File: config.mk
export PLATFORM = sky130hd
export DESIGN_NAME = prog_updown_counter
export DESIGN_NICKNAME = d
export VERILOG_FILES = /design/src/rtl/prog_updown_counter.sv
export SDC_FILE = /design/constraint.sdc
export NUM_CORES = 1
export LEC_CHECK = 0
export CELL_PAD_IN_SITES_DETAIL_PLACEMENT = 1
export CELL_PAD_IN_SITES_GLOBAL_PLACEMENT = 2
export CORE_UTILIZATION = 32
export DETAILED_ROUTE_END_ITERATION = 16
export PLACE_DENSITY_LB_ADDON = 0.1
export SLEW_MARGIN = 5
export SYNTH_ARGS = -nofsm -noshare
export SYNTH_HDL_FRONTEND = slang
export SYNTH_SLANG_ARGS = --single-unit
File: constraint.sdc
create_clock -name clk -period 6.33 [get_ports clk]
set_input_delay 1.899 -clock clk [delete_from_list [all_inputs] [get_ports clk]]
set_output_delay 1.899 -clock clk [all_outputs]
set_load 0.1 [all_outputs]
File: src/rtl/prog_updown_counter.sv
// Up/down counter with programmable modulo limit, wrap/saturate, load and prescaled enable.
// Drives a terminal-count pulse and a sticky wrap flag. All outputs are registered.
module prog_updown_counter #(
   parameter int WIDTH      = 8,
   parameter int PRESCALE_W = 4
) (
   input  logic                  clk,
   input  logic                  rst_n,
   input  logic                  en,
   input  logic                  up,
   input  logic                  sat_mode,
   input  logic                  load,
   input  logic [WIDTH-1:0]      load_val,
   input  logic [WIDTH-1:0]      limit,
   input  logic [PRESCALE_W-1:0] prescale,
   input  logic                  clr_flag,
   output logic [WIDTH-1:0]      count,
   output logic                  tc,
   output logic                  wrapped
);

   logic [WIDTH-1:0]      count_q, count_d;
   logic [PRESCALE_W-1:0] div_q, div_d;
   logic                  tc_q, tc_d;
   logic                  wrapped_q, wrapped_d;
   logic                  tick;
   logic                  boundary;

   always_comb begin
      tick      = en && (div_q == prescale);
      div_d     = div_q;
      count_d   = count_q;
      boundary  = 1'b0;
      if (load) begin
         count_d = (load_val > limit) ? limit : load_val;
         div_d   = '0;
      end else begin
         if (en) begin
            div_d = tick ? '0 : div_q + PRESCALE_W'(1);
         end
         if (tick) begin
            if (up) begin
               if (count_q >= limit) begin
                  boundary = 1'b1;
                  count_d  = sat_mode ? limit : '0;
               end else begin
                  count_d = count_q + WIDTH'(1);
               end
            end else if (count_q > limit) begin
               // Out-of-range count after a limit change snaps back without an event.
               count_d = limit;
            end else if (count_q == '0) begin
               boundary = 1'b1;
               count_d  = sat_mode ? '0 : limit;
            end else begin
               count_d = count_q - WIDTH'(1);
            end
         end
      end
      tc_d = boundary;
      if (boundary && !sat_mode) begin
         wrapped_d = 1'b1;
      end else if (clr_flag) begin
         wrapped_d = 1'b0;
      end else begin
         wrapped_d = wrapped_q;
      end
   end

   always_ff @(posedge clk or negedge rst_n) begin
      if (!rst_n) begin
         count_q   <= '0;
         div_q     <= '0;
         tc_q      <= 1'b0;
         wrapped_q <= 1'b0;
      end else begin
         count_q   <= count_d;
         div_q     <= div_d;
         tc_q      <= tc_d;
         wrapped_q <= wrapped_d;
      end
   end

   assign count   = count_q;
   assign tc      = tc_q;
   assign wrapped = wrapped_q;

endmodule
## Yosys cells after proc, flatten, opt, wreduce, memory -nomap -nowiden

Cells that the tools add are included.

| word-level totals | value |
|---|---|
| word-level logic and storage cells | 38 |
| bits in registers | 14 |
| bits of input ports | 27 |
| output and inout port bits | 10 |

| operators by class | value |
|---|---|
| muxes and demuxes | 20 |
| $add $sub $neg | 3 |
| reduce and logical (&&, ||, !) cells | 7 |
| order comparisons | 3 |
| equal/unequal tests | 1 |

Operators with widths:

| operator | number |
|---|---|
| $mux W8 | 9 |
| $gt A8 B8 Y1 | 2 |
| $mux W4 | 3 |
| $add A8 B1 Y8 const B | 1 |
| $ge A8 B8 Y1 | 1 |
| $logic_not A8 Y1 | 1 |
| $mux W1 | 8 |
| $sub A8 B1 Y8 const B | 1 |
| $reduce_bool A2 Y1 | 3 |
| $add A4 B1 Y4 const B | 1 |
| $eq A4 B4 Y1 | 1 |
| $logic_and A1 B1 Y1 | 2 |
| $logic_not A1 Y1 | 1 |

## Depth between registers and ports, before layout

Gate-level depths: netlist of run 1.

| logic depth | value |
|---|---|
| depth after elaboration | 8 |
| gate-level depth with buffers | 10 |
| gate-level depth less buffers | 9 |

## Worst setup path before layout of run 1

OpenSTA, ideal clock, no wires.

| path | value |
|---|---|
| path kind | input-to-reg |
| start point | input limit[7] |
| end point | register count_q[7] (netlist: count[7]) |
| cell stages on the path | 10 |
| setup time | 0.126 ns |
| path slack | 2.439 ns |
| arrival time | 3.765 ns |
| data required time | 6.204 ns |
| cell sequence | inv_1 > ha_1 > a21oi_1 > o21ai_2 > o21a_4 > or3_4 > buf_6 > a221oi_1 > a211oi_1 > a221o_1 |

| on the way | value |
|---|---|
| cells in the longest elaborated chain, start to end | 6 |
| elaborated cells on any way between the ends | 12 |

RTL lines:

| element | line | source |
|---|---|---|
| start: declaration | 14 | `input logic [WIDTH-1:0] limit,` |
| branches (longest 5 deep; another with $gt A8 B8 Y1) | -- |  |
| $mux W8 * | 34 | `if (load) begin` |
| end signal: assignment | 77 | `count_q <= count_d;` |
| end: declaration | 22 | `logic [WIDTH-1:0] count_q, count_d;` |

Mark *: on every way between the ends. The select of a mux whose other input is x is not followed.
A chain may end at the register's enable or synchronous reset.

## Worst setup path in the final report of run 1

| path | value |
|---|---|
| start point | input limit[1] |
| end point | register count_q[2] (netlist: count[2]) |

| on the way | value |
|---|---|
| cells in the longest elaborated chain, start to end | 5 |
| elaborated cells on any way between the ends | 9 |

RTL lines:

| element | line | source |
|---|---|---|
| $gt A8 B8 Y1 / $ge A8 B8 Y1 (equally long branches) | 49, 43 |  |
| $mux W8 (on tied branches) | 49, 43 |  |
| $mux W8 | 42 | `if (up) begin` |
| $mux W8 | 41 | `if (tick) begin` |
| $mux W8 * | 34 |  |

Every way passes the cells marked *; elsewhere a longest branch is shown, timed or not. The select of a mux whose other input is x is not followed.

==> impl_metrics.xml, run 1 <==
<?xml version="1.0" encoding="UTF-8"?>
<metrics>
  <group name="place">
    <metric name="place_hpwl" unit="mm">4.59</metric>
    <metric name="place_congestion" unit="">0.816</metric>
    <metric name="dp.cells" unit="">300</metric>
    <metric name="placement.setup.worst_slack" unit="ns">1.41</metric>
    <metric name="port_buffer_count" unit="">36</metric>
  </group>
  <group name="hold_path">
    <metric name="hold_crit_path_type" unit="">reg2reg</metric>
    <metric name="holdPathStages" unit="">2</metric>
    <metric name="hold_path.startpoint" unit="">wrapped$_DFFE_PN0P_</metric>
  </group>
  <group name="timing">
    <metric name="relSlewSlack" unit="%">35.3</metric>
    <metric name="timing.hold.ws" unit="ns">0.527</metric>
    <metric name="clock_skew" unit="ns">0.00879</metric>
    <metric name="finalCriticalPeriod" unit="ns">4.70</metric>
    <metric name="setup_repair_after_global_routing_missed_its_margin" unit="">no</metric>
    <metric name="timing.setup.tns" unit="ns">0</metric>
    <metric name="maxSlewViolCount" unit="">0</metric>
    <metric name="fin_crit_sh" unit="%">74.2</metric>
    <metric name="finalSetupViolCount" unit="">0</metric>
    <metric name="timing.final.ws_setup" unit="ns">1.63</metric>
    <metric name="worst_slew_pin_slew" unit="ns">0.968</metric>
    <metric name="timing_hold_violations_final" unit="">0</metric>
    <metric name="fmax" unit="MHz">213</metric>
  </group>
  <group name="setup_path">
    <metric name="crit_required" unit="ns">6.52</metric>
    <metric name="cp_top_family" unit="">compound AO/OA/AOI/OAI gates</metric>
    <metric name="timing.critical_path.depth" unit="">10</metric>
    <metric name="end_kind" unit="">flop</metric>
    <metric name="cp_max_fo" unit="">6</metric>
    <metric name="worstSetupStartpointType" unit="">input port</metric>
    <metric name="path_buf_inv" unit="">2</metric>
    <metric name="worstPathCellList" unit="">clkdlybuf4s50_1 &gt; inv_1 &gt; ha_1 &gt; nor2b_1 &gt; o211ai_1 &gt; a21oi_1 &gt; nor3_1 &gt; a221oi_1 &gt; a211oi_1 &gt; a221o_1</metric>
    <metric name="critPathLaunch" unit="">limit[1]</metric>
    <metric name="arrival_time_reported_for_the_critical_path_endpoint" unit="ns">4.88</metric>
    <metric name="timing.setup.critical_path_class" unit="">in2reg</metric>
    <metric name="r2r_start" unit="">count[0]$_DFFE_PN0P_</metric>
    <metric name="r2r_cells" unit="">8</metric>
    <metric name="slowest_stage" unit="">sky130_fd_sc_hd__nor3_1</metric>
    <metric name="slowest_delay" unit="ns">0.71</metric>
  </group>
  <group name="outcome">
    <metric name="status" unit="">complete, no violations</metric>
  </group>
  <group name="drt">
    <metric name="detail_route.wl_per_cell" unit="microns">19.1</metric>
    <metric name="remaining_drc_errors" unit="">0</metric>
    <metric name="avgViaCountPerCell" unit="">5.83</metric>
    <metric name="vias" unit="">1771</metric>
    <metric name="first_pass_detailed_route_iteration_total" unit="">4</metric>
    <metric name="detail_route.iter0.violations" unit="">94</metric>
    <metric name="drt_wl_total" unit="mm">5.80</metric>
    <metric name="detail-route-antenna-nets" unit="">0</metric>
  </group>
  <group name="synthesis">
    <metric name="synth_top_area_share" unit="%">20.6</metric>
    <metric name="number_of_synthesized_flops_with_an_enable_pin" unit="">0</metric>
    <metric name="async_reset_ff_share" unit="%">100</metric>
    <metric name="synth_top_area_cells" unit="">sky130_fd_sc_hd__dfrtp_1 21%, sky130_fd_sc_hd__ha_1 15%, sky130_fd_sc_hd__xor2_1 7.7%</metric>
    <metric name="postSynth.topFlopCell" unit="">sky130_fd_sc_hd__dfrtp_1</metric>
    <metric name="synth_area" unit="sq um">1700</metric>
    <metric name="unique_cell_type_count_in_the_yosys_netlist" unit="">47</metric>
    <metric name="ys.warnings.count" unit="">0</metric>
    <metric name="post-synth-top-area-cell" unit="">sky130_fd_sc_hd__dfrtp_1</metric>
    <metric name="synth.yosys.seq_area_share" unit="%">20.6</metric>
    <metric name="netlist_instances" unit="">207</metric>
    <metric name="synthesis.nets" unit="">254</metric>
    <metric name="post_syn_area_per_cell" unit="sq um">8.21</metric>
    <metric name="seq_cells_post_synth" unit="">14</metric>
  </group>
  <group name="die">
    <metric name="die_w" unit="microns">74.9</metric>
    <metric name="dieArea" unit="sq um">5610</metric>
    <metric name="chipHeight" unit="microns">74.9</metric>
    <metric name="io_pins" unit="">37</metric>
    <metric name="initial_utilization" unit="%">33.3</metric>
    <metric name="floorplan.rows" unit="">26</metric>
    <metric name="core_region_area" unit="sq um">5110</metric>
  </group>
  <group name="clock_network">
    <metric name="post-cts-setup-buffers" unit="">0</metric>
    <metric name="cts_hold_repair.buffers" unit="">0</metric>
    <metric name="clkLatencyLatePin" unit="ns">0.25</metric>
    <metric name="cts.root.buffer_cell" unit="">sky130_fd_sc_hd__clkbuf_8</metric>
    <metric name="clk_transition_reported_paths" unit="ns">0.07</metric>
    <metric name="cts.htree.levels" unit="">1</metric>
    <metric name="cts_buffers" unit="">3</metric>
    <metric name="clock_tree_from_tritoncts" unit="">yes</metric>
    <metric name="clockBufferDepth" unit="">2</metric>
    <metric name="clkSinkCount" unit="">14</metric>
    <metric name="cts-resized-gates" unit="">0</metric>
  </group>
  <group name="cells_and_area">
    <metric name="area_used_by_sequential_logic_in_the_layout" unit="sq um">350</metric>
    <metric name="finalNonFillerCells" unit="">304</metric>
    <metric name="share_of_cells_above_drive_strength_1" unit="%">5.98</metric>
    <metric name="layout_commonest_cell" unit="">sky130_fd_sc_hd__clkdlybuf4s50_1</metric>
    <metric name="postLayoutCoreUtil" unit="%">41.7</metric>
    <metric name="final_net_count" unit="">282</metric>
    <metric name="syn2layout_area_growth" unit="%">25.5</metric>
    <metric name="multi_input_comb_area" unit="sq um">1230</metric>
    <metric name="filler_cell_count" unit="">628</metric>
    <metric name="antenna_cells" unit="">0</metric>
    <metric name="layout_common_cells" unit="">36 x sky130_fd_sc_hd__clkdlybuf4s50_1, 20 x sky130_fd_sc_hd__ha_1, 15 x sky130_fd_sc_hd__xor2_1, 15 x sky130_fd_sc_hd__a21oi_1</metric>
  </group>
  <group name="power">
    <metric name="power.internal" unit="uW">249</metric>
    <metric name="clockPowerShare" unit="%">18.7</metric>
    <metric name="pwr-share-comb" unit="%">54.7</metric>
    <metric name="vdd.ir_drop.worst" unit="uV">130</metric>
    <metric name="power_leakage" unit="uW">0.000881</metric>
    <metric name="power.switching" unit="uW">230</metric>
    <metric name="p_sw_share" unit="%">48.1</metric>
    <metric name="power.density_cell_area" unit="nW/um^2">225</metric>
    <metric name="sequentialPowerShare" unit="%">26.6</metric>
  </group>
  <group name="run">
    <metric name="cap_viol_max_count" unit="">0</metric>
  </group>
  <group name="global_routing">
    <metric name="grt_antenna_before_repair" unit="">0</metric>
    <metric name="grt_start_max_net_pins" unit="">19</metric>
    <metric name="grt_pass1_wl" unit="mm">8.91</metric>
    <metric name="globalRouteTotalUtil" unit="%">21.3</metric>
    <metric name="global_route_total_overflow" unit="">0</metric>
    <metric name="grt_pass1_vias" unit="">1709</metric>
  </group>
</metrics>
==> worst paths after layout <==
check	to	slack [ns]
min in group asynchronous	count[6]$_DFFE_PN0P_	2.08
max	count[2]$_DFFE_PN0P_	1.63
max in group asynchronous	tc$_DFF_PN0_	3.79
min	wrapped$_DFFE_PN0P_	0.53
max reg2reg	count[0]$_DFFE_PN0P_	3.36
min reg2reg	wrapped$_DFFE_PN0P_	0.53
==> layer usage <==
layer / wire length, microns / part of all wire (%) / global-route usage (%)
met5: 0 / 0 / 0
met4: 38 / 0.66 / 4.19
met3: 221 / 3.8 / 1.07
met2: 2750 / 48 / 36.1
met1: 2780 / 48 / 30.1
==> cells in the mapped netlist (all sizes together), types with 2 or more instances <==
master / number
a211oi: 5
a21oi: 15
a221o: 5
a221oi: 7
a22oi: 2
a31oi: 7
and3: 3
buf: 8
clkbuf: 5
dfrtp: 14
ha: 20
inv: 13
mux2: 3
nand2: 14
nand2b: 5
nand3: 8
nand4: 4
nor2: 7
nor2b: 2
nor3: 7
nor4: 2
o211ai: 2
o21ai: 13
o311a: 2
o31ai: 2
or2: 4
xnor2: 3
xor2: 15
==> flip-flops by register name, summed over array words and instances (netlist names) <==
register and flops:
div_q 4, wrapped 1, count 8, tc 1
==> kinds of logic (layout without fill, tap and decap cells) <==
kind of cell	Yosys count	count (layout)	share of synthesized area [%]
DFF	14	14	20.6
AOI/OAI and AO/OA	66	66	27.5
buffers and inverters	26	53	7.00
and+or+nand+nor	60	60	18.9
adders and majority gates	20	20	14.7
muxes	3	3	1.99
xor gates and xnor gates	18	18	9.28
==> final cells by class <==
type | count | area share, %
Multi-Input combinational cell | 167 | 57.7
Timing Repair Buffer | 36 | 16.9
Sequential cell | 14 | 16.4
Tap cell | 70 | 4.11
Clock buffer | 4 | 2.58
Inverter | 13 | 2.29
==> metrics by stage <==
stage / power (uW) / cell area, sq um
CTS: 481 / 2130
detailed placement: 388 / 2080
global placement: 381 / 2080
global route: 506 / 2130
finish: 479 / 2130
floorplan: 312 / 1700
==> worst reg2reg max path: stages, from the launching register on <==
cell and delay, ns:
sky130_fd_sc_hd__dfrtp_1 0.55, sky130_fd_sc_hd__inv_1 0.19, sky130_fd_sc_hd__ha_1 0.32, sky130_fd_sc_hd__nand4_1 0.15, sky130_fd_sc_hd__a31oi_1 0.51, sky130_fd_sc_hd__or2_1 0.40
sky130_fd_sc_hd__mux2_1 0.36, sky130_fd_sc_hd__a211oi_1 0.24, sky130_fd_sc_hd__o31a_1 0.19
==> power by group through the flow <==
stage / Sequential (uW) / Clock, uW / Combinational [uW]
after global placement: 128 / 0 / 253
final: 127 / 89.6 / 262
after detailed placement: 129 / 0 / 259
after global routing: 130 / 96.1 / 280
after CTS: 127 / 92.2 / 261
after floorplan: 174 / 0 / 138
No activity file was read; power rests on OpenSTA's default activity.
==> run 2, diff against run 1 <==
--- a/config.mk
+++ b/config.mk
@@ -7,7 +7,7 @@
 export LEC_CHECK = 0
 export CELL_PAD_IN_SITES_DETAIL_PLACEMENT = 1
 export CELL_PAD_IN_SITES_GLOBAL_PLACEMENT = 2
-export CORE_UTILIZATION = 32
+export CORE_UTILIZATION = 27
 export DETAILED_ROUTE_END_ITERATION = 16
 export PLACE_DENSITY_LB_ADDON = 0.1
 export SLEW_MARGIN = 5
==> constraint.sdc (replaced) <==
create_clock -name clk -period 4 [get_ports clk]
set_input_delay 1.2 -clock clk [delete_from_list [all_inputs] [get_ports clk]]
set_output_delay 1.2 -clock clk [all_outputs]
set_load 0.1 [all_outputs]
==> run 2 against run 1 <==
  * Sequential power up 57%
  * Clock skew down 0.0074 ns
  * Sequential share of layout area down 0.18 points
  * Critical path type unchanged
  * Critical endpoint is now count[0]$_DFFE_PN0P_
  * Largest cell class unchanged
  * Largest power group unchanged
==> impl_metrics.xml, run 2 (synthesized netlist as in run 1, its figures left out) <==
<?xml version="1.0" encoding="UTF-8"?>
<metrics>
  <group name="outcome">
    <metric name="status" unit="">complete, no violations</metric>
  </group>
  <group name="setup_path">
    <metric name="timing.setup.critical_path_class" unit="">in2reg</metric>
    <metric name="cp_max_fo" unit="">11</metric>
    <metric name="r2r_start" unit="">count[0]$_DFFE_PN0P_</metric>
    <metric name="arrival_time_reported_for_the_critical_path_endpoint" unit="ns">3.85</metric>
    <metric name="crit_required" unit="ns">4.19</metric>
    <metric name="worstSetupStartpointType" unit="">input port</metric>
    <metric name="end_kind" unit="">flop</metric>
    <metric name="critPathLaunch" unit="">limit[3]</metric>
  </group>
  <group name="cells_and_area">
    <metric name="share_of_cells_above_drive_strength_1" unit="%">11.3</metric>
    <metric name="final_net_count" unit="">287</metric>
    <metric name="layout_common_cells" unit="">28 x sky130_fd_sc_hd__clkdlybuf4s50_1, 20 x sky130_fd_sc_hd__ha_1, 15 x sky130_fd_sc_hd__xor2_1, 15 x sky130_fd_sc_hd__a21oi_1</metric>
    <metric name="syn2layout_area_growth" unit="%">26.9</metric>
    <metric name="antenna_cells" unit="">0</metric>
    <metric name="layout_commonest_cell" unit="">sky130_fd_sc_hd__clkdlybuf4s50_1</metric>
    <metric name="largest_register_ffs" unit="">8</metric>
    <metric name="filler_cell_count" unit="">733</metric>
  </group>
  <group name="drt">
    <metric name="remaining_drc_errors" unit="">0</metric>
    <metric name="drt_wl_total" unit="mm">5.51</metric>
    <metric name="first_pass_detailed_route_iteration_total" unit="">4</metric>
    <metric name="detail-route-antenna-nets" unit="">0</metric>
    <metric name="detail_route.iter0.violations" unit="">56</metric>
    <metric name="avgViaCountPerCell" unit="">5.44</metric>
    <metric name="vias" unit="">1708</metric>
    <metric name="detail_route.wl_per_cell" unit="microns">17.5</metric>
  </group>
  <group name="die">
    <metric name="chipHeight" unit="microns">81.3</metric>
    <metric name="initial_utilization" unit="%">28.4</metric>
    <metric name="floorplan.rows" unit="">28</metric>
    <metric name="dieArea" unit="sq um">6610</metric>
    <metric name="die_w" unit="microns">81.3</metric>
    <metric name="io_pins" unit="">37</metric>
    <metric name="core_region_area" unit="sq um">5990</metric>
  </group>
  <group name="clock_network">
    <metric name="post-cts-setup-buffers" unit="">0</metric>
    <metric name="clk_transition_reported_paths" unit="ns">0.06</metric>
    <metric name="clockBufferDepth" unit="">2</metric>
    <metric name="clkLatencyLatePin" unit="ns">0.25</metric>
    <metric name="cts.htree.levels" unit="">1</metric>
    <metric name="cts_buffers" unit="">3</metric>
    <metric name="clkSinkCount" unit="">14</metric>
    <metric name="clock_tree_from_tritoncts" unit="">yes</metric>
    <metric name="cts-resized-gates" unit="">0</metric>
    <metric name="cts.root.buffer_cell" unit="">sky130_fd_sc_hd__clkbuf_8</metric>
    <metric name="cts_hold_repair.buffers" unit="">0</metric>
  </group>
  <group name="place">
    <metric name="place_congestion" unit="">0.828</metric>
    <metric name="port_buffer_count" unit="">36</metric>
    <metric name="place_hpwl" unit="mm">4.59</metric>
  </group>
  <group name="power">
    <metric name="power_leakage" unit="uW">0.000915</metric>
    <metric name="total_power" unit="uW">751</metric>
    <metric name="power.density_cell_area" unit="nW/um^2">348</metric>
    <metric name="vdd.ir_drop.worst" unit="uV">156</metric>
  </group>
  <group name="timing">
    <metric name="clock_skew" unit="ns">0.00144</metric>
    <metric name="relSlewSlack" unit="%">35.2</metric>
    <metric name="worst_slew_pin_slew" unit="ns">0.969</metric>
    <metric name="finalSetupViolCount" unit="">0</metric>
    <metric name="setup_repair_after_global_routing_missed_its_margin" unit="">no</metric>
    <metric name="finalCriticalPeriod" unit="ns">3.66</metric>
    <metric name="timing_hold_violations_final" unit="">0</metric>
    <metric name="timing.setup.tns" unit="ns">0</metric>
    <metric name="fin_crit_sh" unit="%">91.5</metric>
    <metric name="maxSlewViolCount" unit="">0</metric>
    <metric name="fmax" unit="MHz">273</metric>
  </group>
  <group name="global_routing">
    <metric name="grt_pass1_wl" unit="mm">8.92</metric>
    <metric name="grt_antenna_before_repair" unit="">0</metric>
    <metric name="global_route_total_overflow" unit="">0</metric>
    <metric name="globalRouteTotalUtil" unit="%">17.8</metric>
    <metric name="grt_pass1_vias" unit="">1770</metric>
    <metric name="grt_start_max_net_pins" unit="">19</metric>
  </group>
  <group name="hold_path">
    <metric name="hold_path.startpoint" unit="">wrapped$_DFFE_PN0P_</metric>
    <metric name="hold_crit_path_type" unit="">reg2reg</metric>
  </group>
  <group name="run">
    <metric name="cap_viol_max_count" unit="">0</metric>
  </group>
</metrics>
run 2: worst paths after layout:
kind / end / slack, ns / cells past startpoint
worst min-delay path: wrapped$_DFFE_PN0P_ / 0.53 / 2
min in group asynchronous: div_q[2]$_DFFE_PN0P_ / 1.36 / 1
worst max register to register: count[0]$_DFFE_PN0P_ / 1.17 / 8
worst max-delay path: count[0]$_DFFE_PN0P_ / 0.34 / 9
worst min register to register: wrapped$_DFFE_PN0P_ / 0.53 / 2
max in group asynchronous: count[5]$_DFFE_PN0P_ / 2.22 / 1
run 2: worst max-delay path, stage by stage:
cell and delay, ns:
sky130_fd_sc_hd__clkdlybuf4s50_1 0.57, sky130_fd_sc_hd__inv_1 0.09, sky130_fd_sc_hd__ha_1 0.32, sky130_fd_sc_hd__nand4_1 0.15
sky130_fd_sc_hd__a31oi_1 0.30, sky130_fd_sc_hd__or2_1 0.40, sky130_fd_sc_hd__mux2_1 0.37, sky130_fd_sc_hd__a211oi_1 0.26
sky130_fd_sc_hd__o31a_1 0.18
run 2: layer usage:
metal,global-route usage [%],share of wire [%],vias up
li1,-,-,843
met1,24.8,49,821
met2,27.9,46,40
met3,2.70,4.1,4
met4,5.18,1.0,0
met5,0,0,-
run 2: layout make-up:
| cell class | instances | area (sq um) | area share (%) |
|---|---|---|---|
| inverter | 13 | 48.8 | 2.26 |
| multi-input combinational | 167 | 1230 | 57.1 |
| tap | 75 | 93.8 | 4.35 |
| sequential | 14 | 350 | 16.3 |
| timing repair buffer | 41 | 378 | 17.5 |
| clock buffer | 4 | 55.1 | 2.55 |
run 2: through the flow:
stage	hold slack, ns	setup slack [ns]	instance area (sq um)	instances	utilization (%)
finish	0.532	0.340	2160	314	36.0
global route	0.564	0.155	2160	314	36.0
CTS	0.541	0.364	2160	314	36.0
detailed placement	0.532	0.118	2100	310	35.1
global placement	0.507	0.131	2100	310	35.1
floorplan	0.523	0.808	1700	207	-
run 2: power by group:
group          internal (uW)  switching [uW]
Combinational            151             258
Sequential               156            44.1
Clock                   87.3            54.2
==> run 3, diff against run 2 <==
--- a/config.mk
+++ b/config.mk
@@ -7,7 +7,7 @@
 export LEC_CHECK = 0
 export CELL_PAD_IN_SITES_DETAIL_PLACEMENT = 1
 export CELL_PAD_IN_SITES_GLOBAL_PLACEMENT = 2
-export CORE_UTILIZATION = 27
+export CORE_UTILIZATION = 32
 export DETAILED_ROUTE_END_ITERATION = 16
 export PLACE_DENSITY_LB_ADDON = 0.1
 export SLEW_MARGIN = 5
==> constraint.sdc (replaced) <==
create_clock -name clk -period 4.4 [get_ports clk]
set_input_delay 1.32 -clock clk [delete_from_list [all_inputs] [get_ports clk]]
set_output_delay 1.32 -clock clk [all_outputs]
set_load 0.1 [all_outputs]
==> run 3 against run 2 <==
  * Final cell count decreased by 1.6%
  * Via count is 2.5% higher
  * Worst setup slack got worse by 0.033 ns
  * Non-clock buffer count stayed put
  * Wire length increased by 0.40%
  * Clock power fell by 4%
  * Clock-buffer cell count unchanged
  * Power down 6.9%
  * Sequential cell count is the same
  * Utilization increased by 6.5 points
  * Register-to-register slack improved by 0.23 ns
  * Highest routed layer unchanged
==> impl_metrics.xml, run 3 (synthesized netlist as in run 1, its figures left out) <==
<?xml version="1.0" encoding="UTF-8"?>
<metrics>
  <group name="timing">
    <metric name="worst_slew_pin_slew" unit="ns">0.977</metric>
    <metric name="finalCriticalPeriod" unit="ns">4.09</metric>
    <metric name="fmax" unit="MHz">244</metric>
    <metric name="timing_hold_violations_final" unit="">0</metric>
    <metric name="setup_repair_after_global_routing_missed_its_margin" unit="">no</metric>
    <metric name="relSlewSlack" unit="%">34.7</metric>
    <metric name="clock_skew" unit="ns">0.00120</metric>
    <metric name="timing.setup.tns" unit="ns">0</metric>
    <metric name="finalSetupViolCount" unit="">0</metric>
    <metric name="fin_crit_sh" unit="%">93.0</metric>
    <metric name="maxSlewViolCount" unit="">0</metric>
  </group>
  <group name="hold_path">
    <metric name="holdPathStages" unit="">2</metric>
    <metric name="hold_crit_path_type" unit="">reg2reg</metric>
  </group>
  <group name="setup_path">
    <metric name="timing.setup.critical_path_class" unit="">in2reg</metric>
    <metric name="r2r_start" unit="">count[0]$_DFFE_PN0P_</metric>
    <metric name="arrival_time_reported_for_the_critical_path_endpoint" unit="ns">4.29</metric>
    <metric name="crit_required" unit="ns">4.60</metric>
    <metric name="cp_max_fo" unit="">11</metric>
    <metric name="worstSetupStartpointType" unit="">input port</metric>
    <metric name="worst_r2r_endpoint" unit="">count[0]$_DFFE_PN0P_</metric>
    <metric name="slowest_stage" unit="">sky130_fd_sc_hd__clkdlybuf4s50_1</metric>
    <metric name="slowest_delay" unit="ns">0.60</metric>
    <metric name="timing.critical_path.to" unit="">count[0]$_DFFE_PN0P_</metric>
    <metric name="worstPathCellList" unit="">clkdlybuf4s50_1 &gt; inv_1 &gt; ha_1 &gt; nor2b_1 &gt; o211ai_1 &gt; a31oi_1 &gt; or2_1 &gt; mux2_1 &gt; a211oi_1 &gt; o31a_1</metric>
    <metric name="r2r_cells" unit="">8</metric>
    <metric name="critPathLaunch" unit="">limit[1]</metric>
    <metric name="reg2reg_slack" unit="ns">1.40</metric>
    <metric name="end_kind" unit="">flop</metric>
  </group>
  <group name="clock_network">
    <metric name="clkSinkCount" unit="">14</metric>
    <metric name="clock_tree_from_tritoncts" unit="">yes</metric>
    <metric name="post-cts-setup-buffers" unit="">0</metric>
    <metric name="cts_buffers" unit="">3</metric>
    <metric name="clk_transition_reported_paths" unit="ns">0.06</metric>
    <metric name="cts.root.buffer_cell" unit="">sky130_fd_sc_hd__clkbuf_8</metric>
    <metric name="cts.htree.levels" unit="">1</metric>
    <metric name="clkLatencyLatePin" unit="ns">0.26</metric>
    <metric name="cts-resized-gates" unit="">0</metric>
    <metric name="clockBufferDepth" unit="">2</metric>
    <metric name="cts_hold_repair.buffers" unit="">0</metric>
  </group>
  <group name="power">
    <metric name="vdd.ir_drop.worst" unit="uV">179</metric>
    <metric name="clockPowerShare" unit="%">19.4</metric>
    <metric name="pwr-share-comb" unit="%">54.6</metric>
    <metric name="sequentialPowerShare" unit="%">26.0</metric>
    <metric name="power_leakage" unit="uW">0.000905</metric>
    <metric name="power.internal" unit="uW">365</metric>
    <metric name="p_sw_share" unit="%">47.8</metric>
    <metric name="power.switching" unit="uW">334</metric>
    <metric name="power.density_cell_area" unit="nW/um^2">322</metric>
  </group>
  <group name="cells_and_area">
    <metric name="layout_commonest_cell" unit="">sky130_fd_sc_hd__clkdlybuf4s50_1</metric>
    <metric name="layout_common_cells" unit="">36 x sky130_fd_sc_hd__clkdlybuf4s50_1, 20 x sky130_fd_sc_hd__ha_1, 15 x sky130_fd_sc_hd__xor2_1, 15 x sky130_fd_sc_hd__a21oi_1</metric>
    <metric name="share_of_cells_above_drive_strength_1" unit="%">7.95</metric>
    <metric name="final_net_count" unit="">287</metric>
    <metric name="antenna_cells" unit="">0</metric>
    <metric name="syn2layout_area_growth" unit="%">27.7</metric>
    <metric name="largest_register_ffs" unit="">8</metric>
    <metric name="layout.cell_area.non_filler" unit="sq um">2170</metric>
  </group>
  <group name="global_routing">
    <metric name="grt_start_max_net_pins" unit="">19</metric>
    <metric name="global_route_total_overflow" unit="">0</metric>
    <metric name="grt_pass1_wl" unit="mm">8.98</metric>
    <metric name="grt_antenna_before_repair" unit="">0</metric>
    <metric name="globalRouteTotalUtil" unit="%">21.3</metric>
    <metric name="grt_pass1_vias" unit="">1791</metric>
  </group>
  <group name="die">
    <metric name="io_pins" unit="">37</metric>
    <metric name="dieArea" unit="sq um">5610</metric>
    <metric name="core_region_area" unit="sq um">5110</metric>
    <metric name="floorplan.rows" unit="">26</metric>
    <metric name="initial_utilization" unit="%">33.3</metric>
    <metric name="die_w" unit="microns">74.9</metric>
    <metric name="chipHeight" unit="microns">74.9</metric>
  </group>
  <group name="run">
    <metric name="cap_viol_max_count" unit="">0</metric>
  </group>
  <group name="drt">
    <metric name="detail-route-antenna-nets" unit="">0</metric>
    <metric name="drt_wl_total" unit="mm">5.53</metric>
    <metric name="detail_route.wl_per_cell" unit="microns">17.9</metric>
    <metric name="vias" unit="">1751</metric>
    <metric name="remaining_drc_errors" unit="">0</metric>
    <metric name="detail_route.iter0.violations" unit="">80</metric>
    <metric name="avgViaCountPerCell" unit="">5.67</metric>
    <metric name="first_pass_detailed_route_iteration_total" unit="">4</metric>
  </group>
  <group name="place">
    <metric name="place_congestion" unit="">0.806</metric>
    <metric name="place_hpwl" unit="mm">4.47</metric>
    <metric name="port_buffer_count" unit="">36</metric>
    <metric name="dpl-instance-area" unit="sq um">2110</metric>
  </group>
  <group name="outcome">
    <metric name="status" unit="">complete, no violations</metric>
  </group>
</metrics>
[run 3: cell count changes in the layout (fill, tap and decap cells not counted), sizes merged]
cell           previous run  this run
buf                      13         5
clkdlybuf4s50            28        36
[run 3: area by class of cell]
cell class	instances	area [sq um]
flip-flops and latches	14	350
repair buffers	41	398
multi-input cells	167	1230
inverters	13	48.8
well taps	70	87.6
clock buffers	4	55.1
fillers	625	2940
[run 3: routing by layer]
metal | track usage [%] | wire length [microns] | share of wire (%) | vias to the layer above
li1 | - | - | - | 838
met1 | 28.9 | 2710 | 49 | 876
met2 | 35.7 | 2610 | 47 | 32
met3 | 1.47 | 129 | 2.3 | 5
met4 | 7.34 | 76 | 1.4 | 0
met5 | 0 | 0 | 0 | -
[run 3: worst max-delay path, delay by kind of cell]
family / cells / cell delay (ns)
AO/OA/AOI/OAI: 4 / 0.99
adder cells (fa/ha/maj): 1 / 0.32
buffers and inverters: 2 / 0.72
multiplexers: 1 / 0.37
AND/OR/NAND/NOR: 2 / 0.56
[run 3: power by group through the flow]
stage | clock network (uW) | logic (uW) | registers [uW]
after floorplan | 0 | 198 | 251
after global placement | 0 | 374 | 183
after detailed placement | 0 | 380 | 182
after CTS | 139 | 383 | 181
after global routing | 146 | 411 | 185
final | 135 | 382 | 182
[run 3: stage by stage]
step                total power, uW  hold slack (ns)  utilization, %  setup slack (ns)  cells
finish                          698            0.539            42.5             0.307    309
global route                    742            0.580            42.5            0.0771    309
CTS                             703            0.544            42.5             0.336    309
detailed placement              562            0.534            41.4            0.0935    305
global placement                558            0.502            41.4             0.205    305
floorplan                       449            0.523               -              1.09    207
[run 3: worst min path at each step]
stage	from	end	slack, ns
2_1_floorplan	div_q[3]$_DFFE_PN0P_	div_q[3]$_DFFE_PN0P_	0.52
3_3_place_gp	wrapped$_DFFE_PN0P_	wrapped$_DFFE_PN0P_	0.50
3_5_place_dp	wrapped$_DFFE_PN0P_	wrapped$_DFFE_PN0P_	0.53
4_1_cts	wrapped$_DFFE_PN0P_	wrapped$_DFFE_PN0P_	0.54
5_1_grt	wrapped$_DFFE_PN0P_	wrapped$_DFFE_PN0P_	0.58
6_report	wrapped$_DFFE_PN0P_	wrapped$_DFFE_PN0P_	0.54
